### config.mk
export PLATFORM = sky130hd
export DESIGN_NAME = ahbl_gpio_port
export DESIGN_NICKNAME = d
export VERILOG_FILES = /design/src/rtl/gpio_pkg.sv /design/src/rtl/gpio_sync_edge.sv /design/src/rtl/ahbl_gpio_port.sv
export SDC_FILE = /design/constraint.sdc
export NUM_CORES = 1
export LEC_CHECK = 0
export ABC_AREA = 1
export BUFFER_PORTS_ARGS = -buffer_cell sky130_fd_sc_hd__buf_4
export CAP_MARGIN = 20
export CORE_ASPECT_RATIO = 1.1
export CORE_MARGIN = 4
export CORE_UTILIZATION = 53
export DETAILED_ROUTE_END_ITERATION = 12
export HOLD_SLACK_MARGIN = 0.02
export PLACE_DENSITY = 0.8
export SYNTH_ARGS = -nofsm -noshare
export SYNTH_HDL_FRONTEND = slang
export SYNTH_HIERARCHICAL = 1
export SYNTH_SLANG_ARGS = --single-unit
### constraint.sdc
create_clock -name HCLK -period 3.3 [get_ports HCLK]
set_input_delay 0.33 -clock HCLK [delete_from_list [all_inputs] [get_ports HCLK]]
set_output_delay 0.33 -clock HCLK [all_outputs]
set_load 0.01 [all_outputs]
### src/rtl/gpio_pkg.sv
// Shared constants for the AHB-Lite GPIO port: register offsets (word index
// from HADDR[4:2]) and the AHB transfer-type encoding.
package gpio_pkg;
    typedef logic [2:0] gpio_off_t;

    localparam gpio_off_t GPIO_DATAIN  = 3'd0;
    localparam gpio_off_t GPIO_DATAOUT = 3'd1;
    localparam gpio_off_t GPIO_DIR     = 3'd2;
    localparam gpio_off_t GPIO_IE      = 3'd3;
    localparam gpio_off_t GPIO_EDGE    = 3'd4;
    localparam gpio_off_t GPIO_STATUS  = 3'd5;

    localparam logic [1:0] HTRANS_NONSEQ = 2'b10;
endpackage

### src/rtl/gpio_sync_edge.sv
// Pad-input synchroniser followed by one extra flop, so that rising and
// falling edges can be detected on the synchronised value.
module gpio_sync_edge
    import gpio_pkg::*;
#(
    parameter int WIDTH       = 16,
    parameter int SYNC_STAGES = 2
) (
    input  logic             clk_i,
    input  logic             rst_i,
    input  logic [WIDTH-1:0] async_i,
    output logic [WIDTH-1:0] sync_o,
    output logic [WIDTH-1:0] rise_o,
    output logic [WIDTH-1:0] fall_o
);
    logic [SYNC_STAGES-1:0][WIDTH-1:0] chain_q;
    logic [WIDTH-1:0]                  sync_dly_q;

    always_ff @(posedge clk_i or posedge rst_i) begin
        if (rst_i) begin
            chain_q    <= '0;
            sync_dly_q <= '0;
        end else begin
            chain_q    <= {chain_q[SYNC_STAGES-2:0], async_i};
            sync_dly_q <= chain_q[SYNC_STAGES-1];
        end
    end

    assign sync_o = chain_q[SYNC_STAGES-1];
    assign rise_o = sync_o & ~sync_dly_q;
    assign fall_o = ~sync_o & sync_dly_q;
endmodule

### src/rtl/ahbl_gpio_port.sv
// Zero-wait-state AHB-Lite slave for one GPIO port: data-out, direction,
// synchronised data-in and sticky per-pin edge interrupts.
module ahbl_gpio_port
    import gpio_pkg::*;
#(
    parameter int WIDTH       = 16,
    parameter int SYNC_STAGES = 2
) (
    input  logic             HCLK,
    input  logic             HRESET,
    input  logic             HSEL,
    input  logic [31:0]      HADDR,
    input  logic [1:0]       HTRANS,
    input  logic             HWRITE,
    input  logic [31:0]      HWDATA,
    input  logic             HREADY,
    output logic             HREADYOUT,
    output logic [31:0]      HRDATA,
    input  logic [WIDTH-1:0] gpio_in,
    output logic [WIDTH-1:0] gpio_out,
    output logic [WIDTH-1:0] gpio_oe,
    output logic             irq
);
    gpio_off_t        addr_q;
    logic             wr_q, act_q, irq_q;
    logic [WIDTH-1:0] dout_q, dout_d, dir_q, dir_d, ie_q, ie_d;
    logic [WIDTH-1:0] esel_q, esel_d, status_q, status_d;
    logic [WIDTH-1:0] sync, rise, fall, ev, w1c;
    logic             valid, wr_en;
    logic             unused_ok;

    assign unused_ok = ^{HADDR[31:5], HADDR[1:0], HTRANS[0], HWDATA};

    gpio_sync_edge #(.WIDTH(WIDTH), .SYNC_STAGES(SYNC_STAGES)) u_sync (
        .clk_i  (HCLK),
        .rst_i  (HRESET),
        .async_i(gpio_in),
        .sync_o (sync),
        .rise_o (rise),
        .fall_o (fall)
    );

    assign valid = HSEL & HTRANS[1] & HREADY;
    assign wr_en = act_q & wr_q;
    assign ev    = (esel_q & rise) | (~esel_q & fall);

    always_comb begin
        dout_d = dout_q;
        dir_d  = dir_q;
        ie_d   = ie_q;
        esel_d = esel_q;
        w1c    = '0;
        if (wr_en) begin
            case (addr_q)
                GPIO_DATAOUT: dout_d = HWDATA[WIDTH-1:0];
                GPIO_DIR:     dir_d  = HWDATA[WIDTH-1:0];
                GPIO_IE:      ie_d   = HWDATA[WIDTH-1:0];
                GPIO_EDGE:    esel_d = HWDATA[WIDTH-1:0];
                GPIO_STATUS:  w1c    = HWDATA[WIDTH-1:0];
                default: ;
            endcase
        end
        // An edge arriving in the same cycle as its W1C must not be lost.
        status_d = (status_q & ~w1c) | ev;
    end

    always_ff @(posedge HCLK or posedge HRESET) begin
        if (HRESET) begin
            addr_q   <= '0;
            wr_q     <= 1'b0;
            act_q    <= 1'b0;
            dout_q   <= '0;
            dir_q    <= '0;
            ie_q     <= '0;
            esel_q   <= '0;
            status_q <= '0;
            irq_q    <= 1'b0;
        end else begin
            act_q    <= valid;
            if (valid) begin
                addr_q <= HADDR[4:2];
                wr_q   <= HWRITE;
            end
            dout_q   <= dout_d;
            dir_q    <= dir_d;
            ie_q     <= ie_d;
            esel_q   <= esel_d;
            status_q <= status_d;
            irq_q    <= |(status_d & ie_q);
        end
    end

    always_comb begin
        HRDATA = '0;
        if (act_q & ~wr_q) begin
            case (addr_q)
                GPIO_DATAIN:  HRDATA[WIDTH-1:0] = sync;
                GPIO_DATAOUT: HRDATA[WIDTH-1:0] = dout_q;
                GPIO_DIR:     HRDATA[WIDTH-1:0] = dir_q;
                GPIO_IE:      HRDATA[WIDTH-1:0] = ie_q;
                GPIO_EDGE:    HRDATA[WIDTH-1:0] = esel_q;
                GPIO_STATUS:  HRDATA[WIDTH-1:0] = status_q;
                default: ;
            endcase
        end
    end

    assign HREADYOUT = 1'b1;
    assign gpio_out  = dout_q;
    assign gpio_oe   = dir_q;
    assign irq       = irq_q;
endmodule

==> metrics.md, run 1 <==
| Metric | Value |
|---|---|
| Detailed-route wire length per cell | 15.7 um |
| CP required | 2.97 ns |
| Post-DP HPWL | 10000 um |
| Area grow syn2layout | 21.5% |
| Measured slew at the worst slew-check pin | 0.879 ns |
| Nets | 898 |
| Status | finished clean |
| Initial DRC count | 376 |
| Post-synthesis sequential area ratio | 54.9% |
| Diodes inserted | 0 |
| Fin crit share | 87.5% |
| Worst Path Max Fanout | 11 |
| Slowest cell on the critical path | nand3_1 |
| Pin count of the biggest net entering global routing | 50 |
| FFs w/ async S/R, synth | 100% |
| RSZ-0062 raised after global routing | false |
| Total CTS buffers | 17 |
| Fin. Hold Viols | 0 |
| Storage cell area | 3350 sq um |
| Ports | 153 |
| Syn_area_per_cell | 8.45 sq um |
| Final Cell Area | 7430 sq um |
| Post-route ant nets | 0 |
| Clock Skews | 0.00596 ns |
| EDFF count, synth | 0 |
| Post-CTS sizing | 0 |
| CP delay by family, top | simple AND/OR/NAND/NOR gates |
| # setup viols final | 0 |
| First-pass GRT wire length | 24400 um |
| Crit path launch type | register |
| FF+latch count, synth | 134 |
| Peak VDD IR | 0.532 mV |
| Setup TNS | 0 ns |
| Upper clock frequency limit | 0.346 GHz |
| Fill cells | 884 |
| Clk sinks | 134 |
| Share of cells above drive strength 1 | 17.8% |
| Area leader, netlist | dfrtp_1 |
| DRT Pass-1 Iters | 5 |
| Max Slew Vio Count | 0 |
| R2r startpoint | addr_q[2] |
| Setup Buffers After CTS | 0 |
| HP Class | input port to register |
| Cell area after synthesis | 6110 sq um |
| H-tree depth | 4 |
| Syn Inst Count | 723 |
| Post-synth top area share | 54.9% |
| Final GP Congestion | 0.854 |
| LEAKAGE | 3.94 nW |
| Area occupied by multi-input gates | 1970 sq um |
| Worst Path Arrival | 2.56 ns |
| Initial Util | 55.0% |
| Synth area leaders | dfrtp_1, nand2_1, o21ai_0, inv_1, buf_4 |
| Vias in the first global route | 5152 |
| Max Cap Viol | 0 |
| Core ar. | 11100 sq um |
| GRT Total Usage | 24.2% |
| Worst skew pair latency | 0.42 ns |
| Synth cell types | 25 |
| Synth top cells by count | nand2_1, dfrtp_1, inv_1 |
| I/O Buffers | 89 |
| Vias | 5115 |
| PwrDens | 765 nW/um^2 |
| Placed Area | 6640 sq um |
| Critical path class | register to primary output |
| Residual DRC | 0 |
| Crit path time final | 2.89 ns |
| Worst rel slew slack | 41.4% |
| Die height | 121 um |
| Synth Warn # | 6 |
| CP peak stage delay | 0.57 ns |
| Overall power | 0.00568 W |
| Worst-path clk slew | 0.06 ns |
| Remaining global-route overflow | 0 |
| Vias per cell | 5.27 |
| CP Buf/Inv Count | 2 |
| Die area | 13300 sq um |
| Top FF cell, synth | dfrtp_1 |
| CTS tree | yes |
| Crit path capture type | primary output |
| Routed wire length | 15200 um |
| Initial antenna violation count | 0 |
| Most numerous cell in the Yosys netlist | nand2_1 |
| Die Wd | 110 um |
| Crit-path cells | inv_1 > nand3_1 > o211ai_1 > nor2_1 > a21oi_1 > buf_4 |
| Core Rows | 40 |
| Clock root cell | clkbuf_16 |
| CP startpoint | addr_q[2] |
| CTS max path bufs | 2 |
| Worst Hold Launch | HADDR[3] |
stage by stage:
stage          hold WS, ns  std cells  util, %  worst slack (ns)
6_report             0.126        971     66.8             0.412
5_1_grt              0.132        971     66.8             0.271
4_1_cts             0.0913        969     66.6             0.437
3_5_place_dp         0.335        921     59.8             0.895
3_3_place_gp         0.332        921     59.8             0.935
2_1_floorplan        0.331        738        -             0.748
sequential cells by signal, summed over array words and instances, names as in the netlist:
name / flops
act_q: 1
addr_q: 3
esel_q: 16
gpio_oe: 16
gpio_out: 16
ie_q: 16
irq: 1
status_q: 16
u_sync/chain_q: 16
u_sync/sync_dly_q: 16
u_sync/sync_o: 16
wr_q: 1
repair_timing:
| action | in CTS | in global routing |
|---|---|---|
| setup endpoints to repair | 0 | 0 |
| hold buffers | 16 | 1 |
| hold endpoints to repair | 16 | 19 |
cell usage in the layout (no fill, tap or decap), types with 2 or more instances in the layout:
| cell | netlist | layout |
|---|---|---|
| nand2_1 | 190 | 190 |
| dfrtp_1 | 134 | 134 |
| inv_1 | 100 | 98 |
| buf_4 | 40 | 97 |
| o21ai_0 | 94 | 94 |
| nor2_1 | 54 | 54 |
| nand3_1 | 24 | 24 |
| a21oi_1 | 17 | 17 |
| conb_1 | 2 | 17 |
| clkbuf_16 | 0 | 17 |
| dlygate4sd3_1 | 0 | 17 |
| o21ai_2 | 10 | 10 |
| o211ai_1 | 9 | 9 |
| nand4_1 | 8 | 8 |
| clkinv_2 | 0 | 7 |
| inv_2 | 4 | 5 |
| mux2i_1 | 4 | 4 |
| o21ai_1 | 4 | 4 |
| clkbuf_1 | 4 | 3 |
| bufinv_16 | 0 | 3 |
| a41oi_1 | 2 | 2 |
| clkbuf_8 | 0 | 2 |
final cells by class:
type                       instances  share of cell area [%]
sequential                       134                    45.2
multi-input combinational        437                    26.6
timing repair buffer             115                    12.4
clock buffer                      22                    6.25
inverter                         106                    5.44
tap                              147                    2.48
clock inverter                    10                    1.72
power breakdown:
part           total, W  internal (W)  switching (W)
sequential      0.00245       0.00206       0.000391
combinational   0.00134      0.000612       0.000726
clock           0.00189       0.00122       0.000677
tightest hold or removal path: cells and delay by family:
| kind | cells | cell delay, ns |
|---|---|---|
| buf+inv | 1 | 0.08 |
| compound gates | 1 | 0.06 |
| simple gates | 1 | 0.04 |
logic make-up after synthesis:
group | count (synthesis) | synth area share [%]
and+or+nand+nor | 279 | 18.3
buffers and inverters | 167 | 13.8
AOI/OAI and AO/OA | 137 | 12.3
DFF | 134 | 54.9
muxes | 4 | 0.655
other | 2 | 0.123
layer usage:
metal,vias to the layer above,global-route usage [%],part of all wire (%)
li1,2389,-,-
met1,2474,29.0,38
met2,219,39.7,51
met3,33,6.94,8.4
met4,0,11.5,2.5
met5,-,0,0
path summary, 6_finish.rpt:
kind                       slack (ns)                end  cells past startpoint
setup / recovery                 0.41         HRDATA[15]                      6
min in group asynchronous        0.48  u_sync/chain_q[3]                      3
hold / removal                   0.13          addr_q[1]                      3
hold reg to reg                  0.34  u_sync/sync_o[15]                      0
max in group asynchronous        1.88       status_q[12]                      4
setup reg to reg                 1.08       gpio_out[15]                      5
Power figures use the tool's default switching activity.
==> run 2: changes to the inputs <==
==> constraint.sdc (replaced) <==
create_clock -name HCLK -period 3.3 [get_ports HCLK]
set_input_delay 0.66 -clock HCLK [delete_from_list [all_inputs] [get_ports HCLK]]
set_output_delay 0.66 -clock HCLK [all_outputs]
set_load 0.01 [all_outputs]
==> run 2 against run 1 <==
Total power rose by 2.2%. Sequential power is essentially flat. Clock skew increased by 0.0051 ns. Via count is essentially flat. Critical path depth increased by 3. Global-route usage is 0.21 points lower. Wire length is 0.25% lower. Utilization fell by 0.83 points. Combinational power hardly changed. Non-clock buffer count fell by 12.
==> metrics.md, run 2 (synthesis results as in run 1) <==
| Metric | Value |
|---|---|
| Remaining global-route overflow | 0 (unchanged) |
| Pin count of the biggest net entering global routing | 47 (-6.0%) |
| Crit-path cells | buf_4 > nor2_1 > nand2_1 > inv_2 > nand2_1 > o21ai_0 > nor2_1 > a21oi_1 > buf_4 |
| GR Util met1 | 29.5% (+0.50 points) |
| Initial antenna violation count | 0 (unchanged) |
| Worst setup margin | 0.491 ns (+0.0793 ns) |
| Clock Skews | 0.0110 ns (+0.00507 ns) |
| Worst skew pair latency | 0.41 ns (about the same) |
| Total CTS buffers | 17 (unchanged) |
| PwrDens | 792 nW/um^2 (+3.5%) |
| Vias in the first global route | 5079 (-1.4%) |
| Core Rows | 40 (unchanged) |
| Worst-path clk slew | 0.06 ns (about the same) |
| Met2 usage | 39.5% (-0.23 points) |
| CTS tree | yes |
| Clock power share | 34.9% (+1.6 points) |
| R2r endpoint | esel_q[3] |
| CP delay by family, top | buffers and inverters |
| I/O Buffers | 89 (unchanged) |
| RSZ-0062 raised after global routing | false |
| Slowest cell on the critical path | dfrtp_1 |
| Fill cells | 886 (+0.23%) |
| Nets | 886 (-1.3%) |
| Vias per cell | 5.34 (+1.3%) |
| GRT Total Usage | 24.0% (-0.21 points) |
| Core ar. | 11100 sq um (unchanged) |
| Worst Path Arrival | 2.15 ns (-0.41 ns) |
| Fin crit share | 85.1% (-2.4 points) |
| Residual DRC | 0 (unchanged) |
| Post-route ant nets | 0 (unchanged) |
| Initial DRC count | 404 (+7.4%) |
| Share of cells above drive strength 1 | 18.5% (+0.63 points) |
| Int Power | 0.00403 W (+3.5%) |
| Vias | 5118 (+0.059%) |
| P_sw | 0.00178 W (-0.70%) |
| Worst Path Max Fanout | 16 (+5) |
| Final GP Congestion | 0.874 (+2.3%) |
| Clk sinks | 134 (unchanged) |
| Detailed-route wire length per cell | 15.9 um (+1.0%) |
| Final Cell Area | 7330 sq um (-1.2%) |
| CP required | 2.64 ns (-0.33 ns) |
| Cell count of the worst reg-to-reg path | 8 (+3) |
| Hold buffer count at cts | 0 (-16) |
| Most common cell after layout, fill and taps aside | nand2_1 |
| Post-Layout Cell Count | 959 (-1.2%) |
| Seq pwr share | 41.8% (-1.3 points) |
| GRT busiest layer | met2 |
| Critical path class | register to primary output |
| Post-DP HPWL | 10000 um (-0.36%) |
| H-tree depth | 4 (unchanged) |
| Commonest cells after routing, fill and taps aside | nand2_1, dfrtp_1, buf_4, inv_1, o21ai_0 |
| Clock root cell | clkbuf_16 |
| Pre-CTS setup slack | 0.952 ns (+0.0574 ns) |
| Crit path time final | 2.81 ns (-0.0793 ns) |
| Initial Util | 55.0% (unchanged) |
| LEAKAGE | 3.90 nW (-0.82%) |
| Setup Buffers After CTS | 0 (unchanged) |
| Net switching share of the total power | 30.7% (-0.89 points) |
| Post-CTS sizing | 0 (unchanged) |
| Max Slew Vio Count | 0 (unchanged) |
| Worst rel slew slack | 45.8% (+4.4 points) |
| DRT Pass-1 Iters | 5 (unchanged) |
| Crit path capture type | primary output |
| Logic pwr share | 23.3% (-0.2 points) |
| R2r setup slk | 1.07 ns (about the same) |
| Setup TNS | 0 ns (unchanged) |
| Ports | 153 (unchanged) |
| Fin. Hold Viols | 0 (unchanged) |
| CTS max path bufs | 2 (unchanged) |
| Crit path launch type | register |
| Routed wire length | 15200 um (-0.25%) |
| Upper clock frequency limit | 0.356 GHz (+2.8%) |
| R2r startpoint | addr_q[0] |
| Die height | 121 um (unchanged) |
| Die Wd | 110 um (unchanged) |
| Area grow syn2layout | 20.0% |
| CP peak stage delay | 0.38 ns (-0.19 ns) |
| DP Cell Count | 927 (+0.65%) |
| Peak VDD IR | 0.517 mV (-2.9%) |
| HP Class | input port to asynchronous set/reset pin |
| Max Cap Viol | 0 (unchanged) |
| Measured slew at the worst slew-check pin | 0.813 ns (-0.0661 ns) |
| Diodes inserted | 0 (unchanged) |
| First-pass GRT wire length | 24400 um (about the same) |
| Die area | 13300 sq um (unchanged) |
| Placed Area | 6700 sq um (+0.87%) |
| Status | finished clean |
| CP Buf/Inv Count | 3 (+1) |
| Overall power | 0.00581 W (+2.2%) |
| # setup viols final | 0 (unchanged) |
| Grt met3 use | 6.03% (-0.91 points) |
==> run 2: metrics by stage <==
step                      hold slack [ns]  utilization (%)
final                               0.331             66.0
after global routing                0.329             66.0
after CTS                           0.342             66.0
after detailed placement            0.335             60.3
after global placement              0.333             60.1
after floorplan                     0.331                -
==> run 2: layer usage <==
metal  vias to the layer above  share of wire, %
met5                         -                 0
met4                         0               2.2
met2                       252                50
met3                        30               8.5
met1                      2468                39
li1                       2368                 -
==> run 2: worst max-delay path by stage <==
stage	startpoint	endpoint	cells after the start
4_1_cts	addr_q[1]	HRDATA[1]	7
3_3_place_gp	addr_q[2]	HRDATA[15]	9
3_5_place_dp	addr_q[0]	HRDATA[15]	9
5_1_grt	addr_q[0]	HRDATA[4]	9
6_report	addr_q[0]	HRDATA[4]	9
2_1_floorplan	HRESET	act_q	1
==> run 2: power by group through the flow <==
stage | clock, W | combinational (W) | sequential, W
CTS | 0.00204 | 0.00136 | 0.00242
floorplan | 0 | 0.000753 | 0.00245
finish | 0.00203 | 0.00135 | 0.00243
global route | 0.00213 | 0.00153 | 0.00248
detailed placement | 0 | 0.00134 | 0.00244
global placement | 0 | 0.00130 | 0.00241
==> run 2: worst register-to-register path, cell delays in order (launching register included) <==
cell     delay [ns]
dfrtp_1        0.38
buf_4          0.19
nor2_1         0.14
nand2_1        0.10
inv_2          0.31
nand2_1        0.46
buf_4          0.37
nand2_1        0.09
o21ai_0        0.08
==> run 2: layout make-up <==
class                      instances  area, sq um  share of cell area, %
clock buffer                      23          458                   6.24
inverter                         106          404                   5.51
multi-input combinational        437         1970                   26.9
sequential                       134         3350                   45.7
timing repair buffer             103          786                   10.7
tap                              147          184                   2.51
clock inverter                     9          174                   2.37
